### src/rtl/legv8_pkg.sv
// Shared constants, the native LEGv8 fetch-entry layout and a width helper
// for the instruction-fetch front end.
package legv8_pkg;

   localparam int INSTR_BYTES = 4;

   // Queue entries are packed {pc, instr}, matching this layout at native widths.
   typedef struct packed {
      logic [63:0] pc;
      logic [31:0] instr;
   } fetch_entry_t;

   function automatic int clog2(input int n);
      int r;
      r = 0;
      while ((1 << r) < n) r++;
      return r;
   endfunction

endpackage

### src/rtl/fetch_queue_legv8_if.sv
// Fetch front-end bus: instruction ROM port, redirect input and the
// instruction stream toward the control unit.
interface fetch_queue_legv8_if #(
   parameter int ADDR_W  = 64,
   parameter int INSTR_W = 32,
   parameter int CNT_W   = 3
);
   logic               imem_req;
   logic [ADDR_W-1:0]  imem_addr;
   logic [INSTR_W-1:0] imem_data;
   logic               redirect;
   logic [ADDR_W-1:0]  redirect_pc;
   logic               out_valid;
   logic               out_ready;
   logic [INSTR_W-1:0] out_instr;
   logic [ADDR_W-1:0]  out_pc;
   logic [ADDR_W-1:0]  out_pc4;
   logic [CNT_W-1:0]   count;

   // Handshake: a head entry transfers at the rising edge where out_valid and
   // out_ready are both high; out_valid never depends on out_ready, and while
   // out_valid is high the head fields hold until accepted or flushed by redirect.
   modport master (
      output imem_req, imem_addr, out_valid, out_instr, out_pc, out_pc4, count,
      input  imem_data, redirect, redirect_pc, out_ready
   );

   modport slave (
      input  imem_req, imem_addr, out_valid, out_instr, out_pc, out_pc4, count,
      output imem_data, redirect, redirect_pc, out_ready
   );
endinterface

### src/rtl/fifo_sync_legv8.sv
// Synchronous circular FIFO with flush; flush wins over push and pop.
module fifo_sync_legv8
   import legv8_pkg::*;
#(
   parameter int WIDTH = 96,
   parameter int DEPTH = 4,
   localparam int PTR_W = clog2(DEPTH),
   localparam int CNT_W = clog2(DEPTH + 1)
) (
   input  logic             clock,
   input  logic             reset,
   input  logic             flush,
   input  logic             push,
   input  logic             pop,
   input  logic [WIDTH-1:0] din,
   output logic [WIDTH-1:0] dout,
   output logic [CNT_W-1:0] count,
   output logic             empty
);
   logic [WIDTH-1:0] mem [DEPTH];
   logic [PTR_W-1:0] rd_ptr;
   logic [PTR_W-1:0] wr_ptr;

   always_ff @(posedge clock or posedge reset) begin
      if (reset) begin
         rd_ptr <= '0;
         wr_ptr <= '0;
         count  <= '0;
      end else if (flush) begin
         rd_ptr <= '0;
         wr_ptr <= '0;
         count  <= '0;
      end else begin
         if (push) wr_ptr <= wr_ptr + PTR_W'(1);
         if (pop)  rd_ptr <= rd_ptr + PTR_W'(1);
         case ({push, pop})
            2'b10:   count <= count + CNT_W'(1);
            2'b01:   count <= count - CNT_W'(1);
            default: count <= count;
         endcase
      end
   end

   always_ff @(posedge clock) begin
      if (push && !flush) mem[wr_ptr] <= din;
   end

   assign dout  = mem[rd_ptr];
   assign empty = (count == '0);

endmodule

### src/rtl/fetch_queue_legv8.sv
// LEGv8 fetch front end: PC, one-deep in-flight ROM tracking, credit-based
// issue and a decoupling queue. FETCH_QUEUE_BYPASS_EN enables empty-queue bypass.
module fetch_queue_legv8
   import legv8_pkg::*;
#(
   parameter int                ADDR_W   = 64,
   parameter int                INSTR_W  = 32,
   parameter int                DEPTH    = 4,
   parameter logic [ADDR_W-1:0] RESET_PC = '0
) (
   input logic               clock,
   input logic               reset,
   fetch_queue_legv8_if.master bus
);
   localparam int                CNT_W      = clog2(DEPTH + 1);
   localparam int                ENTRY_W    = ADDR_W + INSTR_W;
   localparam logic [CNT_W:0]    DEPTH_C    = (CNT_W + 1)'(DEPTH);
   localparam logic [ADDR_W-1:0] STEP       = ADDR_W'(INSTR_BYTES);
   localparam logic [ADDR_W-1:0] ALIGN_MASK = ~ADDR_W'(INSTR_BYTES - 1);

   logic [ADDR_W-1:0]  fetch_pc;
   logic [ADDR_W-1:0]  inflight_pc;
   logic               inflight;
   logic               issue;
   logic               ret_valid;
   logic               q_push;
   logic               q_pop;
   logic               q_empty;
   logic [CNT_W-1:0]   q_count;
   logic [ENTRY_W-1:0] q_head;
   logic               head_valid;
   logic [ADDR_W-1:0]  head_pc;
   logic [INSTR_W-1:0] head_instr;

   // Credit counts the in-flight fetch so a returning word always has a free slot.
   assign issue = !reset && !bus.redirect &&
                  (({1'b0, q_count} + {{CNT_W{1'b0}}, inflight}) < DEPTH_C);
   assign ret_valid = inflight && !bus.redirect;

   always_ff @(posedge clock or posedge reset) begin
      if (reset) begin
         fetch_pc    <= RESET_PC & ALIGN_MASK;
         inflight    <= 1'b0;
         inflight_pc <= '0;
      end else if (bus.redirect) begin
         fetch_pc <= bus.redirect_pc & ALIGN_MASK;
         inflight <= 1'b0;
      end else begin
         inflight <= issue;
         if (issue) begin
            inflight_pc <= fetch_pc;
            fetch_pc    <= fetch_pc + STEP;
         end
      end
   end

`ifdef FETCH_QUEUE_BYPASS_EN
   logic bypass;
   assign bypass     = q_empty && ret_valid;
   assign head_valid = !q_empty || ret_valid;
   assign head_pc    = bypass ? inflight_pc   : q_head[ENTRY_W-1 -: ADDR_W];
   assign head_instr = bypass ? bus.imem_data : q_head[INSTR_W-1:0];
   // A bypassed word consumed in its arrival cycle never enters the queue.
   assign q_push     = ret_valid && !(q_empty && bus.out_ready);
   assign q_pop      = !q_empty && bus.out_ready;
`else
   assign head_valid = !q_empty;
   assign head_pc    = q_head[ENTRY_W-1 -: ADDR_W];
   assign head_instr = q_head[INSTR_W-1:0];
   assign q_push     = ret_valid;
   assign q_pop      = head_valid && bus.out_ready;
`endif

   fifo_sync_legv8 #(
      .WIDTH (ENTRY_W),
      .DEPTH (DEPTH)
   ) u_fifo (
      .clock (clock),
      .reset (reset),
      .flush (bus.redirect),
      .push  (q_push),
      .pop   (q_pop),
      .din   ({inflight_pc, bus.imem_data}),
      .dout  (q_head),
      .count (q_count),
      .empty (q_empty)
   );

   assign bus.imem_req  = issue;
   assign bus.imem_addr = fetch_pc;
   assign bus.out_valid = head_valid;
   assign bus.out_pc    = head_valid ? head_pc : '0;
   assign bus.out_instr = head_valid ? head_instr : '0;
   assign bus.out_pc4   = head_valid ? head_pc + STEP : '0;
   assign bus.count     = q_count;

endmodule

### src/flat_wrapper.sv
// flat-port wrapper written by rule: the top's interface ports become plain ports
module fetch_queue_legv8_flat import legv8_pkg::*;
#(
   parameter int                ADDR_W   = 64,
   parameter int                INSTR_W  = 32,
   parameter int                DEPTH    = 4,
   parameter logic [ADDR_W-1:0] RESET_PC = '0
)
  (clock, reset, bus_imem_req, bus_imem_addr, bus_out_valid, bus_out_instr, bus_out_pc, bus_out_pc4, bus_count, bus_imem_data, bus_redirect, bus_redirect_pc, bus_out_ready);
  fetch_queue_legv8_if #(.ADDR_W(ADDR_W), .INSTR_W(INSTR_W), .CNT_W((clog2(DEPTH + 1)))) bus_i ();
  input logic clock;
  input logic reset;
  output wire logic [$bits(bus_i.imem_req)-1:0] bus_imem_req;
  output wire logic [$bits(bus_i.imem_addr)-1:0] bus_imem_addr;
  output wire logic [$bits(bus_i.out_valid)-1:0] bus_out_valid;
  output wire logic [$bits(bus_i.out_instr)-1:0] bus_out_instr;
  output wire logic [$bits(bus_i.out_pc)-1:0] bus_out_pc;
  output wire logic [$bits(bus_i.out_pc4)-1:0] bus_out_pc4;
  output wire logic [$bits(bus_i.count)-1:0] bus_count;
  input wire logic [$bits(bus_i.imem_data)-1:0] bus_imem_data;
  input wire logic [$bits(bus_i.redirect)-1:0] bus_redirect;
  input wire logic [$bits(bus_i.redirect_pc)-1:0] bus_redirect_pc;
  input wire logic [$bits(bus_i.out_ready)-1:0] bus_out_ready;
  assign bus_imem_req = bus_i.imem_req;
  assign bus_imem_addr = bus_i.imem_addr;
  assign bus_out_valid = bus_i.out_valid;
  assign bus_out_instr = bus_i.out_instr;
  assign bus_out_pc = bus_i.out_pc;
  assign bus_out_pc4 = bus_i.out_pc4;
  assign bus_count = bus_i.count;
  assign bus_i.imem_data = bus_imem_data;
  assign bus_i.redirect = bus_redirect;
  assign bus_i.redirect_pc = bus_redirect_pc;
  assign bus_i.out_ready = bus_out_ready;
  fetch_queue_legv8 #(.ADDR_W(ADDR_W), .INSTR_W(INSTR_W), .DEPTH(DEPTH), .RESET_PC(RESET_PC)) u_core (.clock(clock), .reset(reset), .bus(bus_i));
endmodule
### config.mk
export PLATFORM = sky130hd
export DESIGN_NAME = fetch_queue_legv8_flat
export DESIGN_NICKNAME = d
export VERILOG_FILES = /design/src/rtl/legv8_pkg.sv /design/src/rtl/fetch_queue_legv8_if.sv /design/src/rtl/fifo_sync_legv8.sv /design/src/rtl/fetch_queue_legv8.sv /design/src/flat_wrapper.sv
export SDC_FILE = /design/constraint.sdc
export NUM_CORES = 1
export LEC_CHECK = 0
export ABC_CLOCK_PERIOD_IN_PS = 4100
export BUFFER_PORTS_ARGS = -buffer_cell sky130_fd_sc_hd__buf_2
export CAP_MARGIN = 20
export CORE_ASPECT_RATIO = 0.8
export CORE_MARGIN = 8
export CORE_UTILIZATION = 45
export CTS_CLUSTER_SIZE = 8
export DETAILED_ROUTE_END_ITERATION = 8
export MAX_ROUTING_LAYER = met4
export PLACE_DENSITY = 0.68
export SYNTH_ARGS = -nofsm -noshare
export SYNTH_HDL_FRONTEND = slang
export SYNTH_SLANG_ARGS = --single-unit
export TNS_END_PERCENT = 1
### constraint.sdc
create_clock -name clock -period 4.1 [get_ports clock]
set_clock_uncertainty 0.2 [all_clocks]
set_input_delay 0.205 -clock clock [delete_from_list [all_inputs] [get_ports clock]]
set_output_delay 0.205 -clock clock [all_outputs]
set_load 0.01 [all_outputs]
==> flow_metrics.py <==
metrics = {
    "routing": {
        "drt_drc_violations_left": 0,
        "drt_iter0_markers": 1455,
        "ant_nets": 0,
        "wl_per_cell_um": 23.8,
        "routed_wl_um": 63300,
        "vias": 15100,
        "dr.pass1.iters": 5,
        "via_per_inst": 5.68,
    },
    "die": {
        "start_util_pct": 45.7,
        "dieArea_um2": 56800,
        "ios": 329,
        "rows": 72,
        "die_h_um": 215,
        "fp.dieW_um": 264,
        "core_um2": 48600,
    },
    "logic_synthesis": {
        "synth-edff-count": 376,
        "avgSynthCellArea_um2": 14.8,
        "syn_inst": 1499,
        "ys.flop_type": "edfxtp_1",
        "synth-async-reset-ratio_pct": 26.0,
        "synthTopCellsByArea": "edfxtp_1 51%, dfrtp_1 15%, mux4_2 9.3%",
        "ys_ff_latch": 508,
        "ys_seq_area_share_pct": 65.7,
        "syn_area_um2": 22200,
        "ys_types": 50,
        "synth_top_cells_by_count": "376 x edfxtp_1, 132 x dfrtp_1, 114 x nand2_1, 99 x and2_1, 92 x mux4_2",
        "synth_warnings": 0,
        "synth_top_cell_by_area": "edfxtp_1",
        "synth.most_common_cell": "edfxtp_1",
        "synth_top_area_share_pct": 50.9,
    },
    "global_routing": {
        "grt_max_degree": 122,
        "grt_pass1_wl_um": 95000,
        "grt.overflow.total": 0,
        "grt_pass1_vias": 15200,
        "antenna_found_initial": 3,
        "grtUsageTotal_pct": 22.4,
    },
    "setup_path": {
        "cp_max_fo": 10,
        "arrival_ps": 3880,
        "worst_ep_required_time_ps": 3690,
        "path_class": "reg -> out",
        "start_kind": "flip-flop",
        "crit_path_end_kind": "output port",
    },
    "clocking": {
        "clockRootBuffer": "clkbuf_16",
        "cts_buffer_depth": 3,
        "tritoncts": "built",
        "clkLatencyLatePin_ps": 590,
        "path_clk_slew_ps": 50,
        "cts_sinks": 508,
        "numCtsBuffers": 73,
        "cts-htree-levels": 3,
    },
    "timing": {
        "worst_pin_slew_ps": 1010,
        "slew_headroom_pct": 32.4,
        "period_share_pct": 104,
        "tns_ps": -731,
        "worst_slack_ps": -182,
        "period_minus_slack_ps": 4280,
        "finalSetupViolCount": 11,
        "clock.fmax_ghz": 0.234,
        "slew_violations": 0,
        "rsz0062_at_grt": "true",
        "hold_viol": 0,
    },
    "status": {
        "violations": "negative setup slack",
        "status": "complete, but fails checks",
    },
    "placement": {
        "hpwl_um": 42600,
        "gp_congestion": 0.916,
        "portBuffers": 320,
    },
    "cells_and_area": {
        "fin_util_pct": 58.0,
        "nNetsFinal": 2111,
        "area_delta_synth_final_pct": 26.9,
        "drive_above_1_share_pct": 33.2,
    },
    "pwr": {
        "leakagePower_nw": 10.4,
        "cellPowerDensity_nw_per_um2": 613,
        "ir_drop_v": 0.000396,
    },
    "job": {
        "drv_cap": 0,
    },
    "min_path": {
        "holdCritPathClass": "in -> reg",
    },
}
kinds of logic after synthesis:
kind of cell	after synthesis	share of synthesized area (%)
DFF	508	65.7
buffers and inverters	91	1.94
AOI/OAI and AO/OA	110	2.67
and+or+nand+nor	515	12.2
adders and majority gates	7	0.428
muxes	167	13.1
other	1	0.0169
xor gates and xnor gates	100	3.94
final timing paths:
kind	from	slack, ps	cells past startpoint	endpoint
setup / recovery	u_core.u_fifo.rd_ptr[0]	-180	8	bus_out_pc4[58]
hold / removal	bus_redirect_pc[30]	160	4	u_core.bus.imem_addr[30]
setup reg to reg	u_core.bus.imem_addr[10]	500	7	u_core.bus.imem_addr[37]
hold reg to reg	u_core.inflight_pc[6]	310	0	u_core.u_fifo.mem[1][38]
max in group asynchronous	reset	2200	6	u_core.inflight_pc[14]
min in group asynchronous	reset	520	4	u_core.inflight_pc[49]
power by group:
| part | total (W) | switching [W] | internal, W | leakage [nW] |
|---|---|---|---|---|
| Sequential | 0.00692 | 0.000688 | 0.00623 | 5.02 |
| Clock | 0.00531 | 0.00205 | 0.00326 | 0.976 |
| Combinational | 0.00504 | 0.00288 | 0.00216 | 4.43 |
worst max-delay path, stage by stage, from the launching register on:
cell and delay [ps]:
dfrtp_4 550, buf_12 190, mux4_2 390, nand4_1 210, or4_4 540, or4_4 590, or4_1 510, a21oi_2 160
buf_2 160
state kept, by name, indices dropped and copies added (netlist names):
signal	count
u_core.inflight_pc	62
u_core.inflight	1
u_core.bus.imem_addr	62
u_core.u_fifo.count	3
u_core.u_fifo.mem	376
u_core.u_fifo.rd_ptr	2
u_core.u_fifo.wr_ptr	2
cell usage in the layout (no fill, tap or decap), drive strengths merged, types with 2 or more instances in the layout:
| cell | count |
|---|---|
| buf | 396 |
| edfxtp | 376 |
| dfrtp | 132 |
| nand2 | 114 |
| dlygate4sd3 | 103 |
| and2 | 99 |
| mux4 | 92 |
| clkbuf | 92 |
| nor2 | 84 |
| o21ai | 75 |
| mux2 | 68 |
| xor2 | 50 |
| xnor2 | 50 |
| nand4 | 47 |
| nand3 | 44 |
| nor3 | 38 |
| nor4 | 25 |
| and3 | 20 |
| a21oi | 20 |
| inv | 18 |
| or3 | 13 |
| or4 | 11 |
| and4 | 7 |
| mux2i | 7 |
| o31ai | 7 |
| conb | 6 |
| ha | 6 |
| clkinv | 4 |
| nor2b | 3 |
| nand2b | 3 |
| diode | 2 |
| nand3b | 2 |
| nand4b | 2 |
| o21a | 2 |
through the flow:
stage               hold WS (ps)  cell area, µm²  setup slack, ps  total power, W  std cells
floorplan                    104           22200              169         0.00954       1504
global placement             211           24700              219          0.0117       2425
detailed placement           219           24700              200          0.0118       2425
CTS                          127           28000             -167          0.0174       2649
global route                 150           28200             -243          0.0181       2657
finish                       163           28200             -182          0.0173       2658
layout make-up:
| class | count | area (µm²) |
|---|---|---|
| Multi-Input combinational cell | 905 | 7340 |
| Timing Repair Buffer | 500 | 3370 |
| Inverter | 16 | 62.6 |
| Clock inverter | 6 | 81.3 |
| Clock buffer | 92 | 1930 |
| Sequential cell | 508 | 14600 |
| Fill cell | 3710 | 20400 |
| Tap cell | 629 | 787 |
| Antenna cell | 2 | 5.00 |
repair_timing:
action / in CTS / in global routing
buffers inserted: 23 / 5
pin swaps: 6 / 4
endpoints found under the setup margin: 18 / 18
cloned: 1 / 0
endpoints found under the hold margin: 273 / 9
resized for setup: 15 / 11
hold buffers: 102 / 1
routing by layer:
| metal | share of wire [%] | global-route usage (%) | vias up |
|---|---|---|---|
| met1 | 44 | 32.0 | 7585 |
| met4 | 2.5 | 6.67 | 0 |
| met2 | 45 | 32.4 | 712 |
| met3 | 8.4 | 4.47 | 112 |
| li1 | - | - | 6676 |
| met5 | 0 | - | - |
Note: power is estimated with default switching activity, not from simulation.
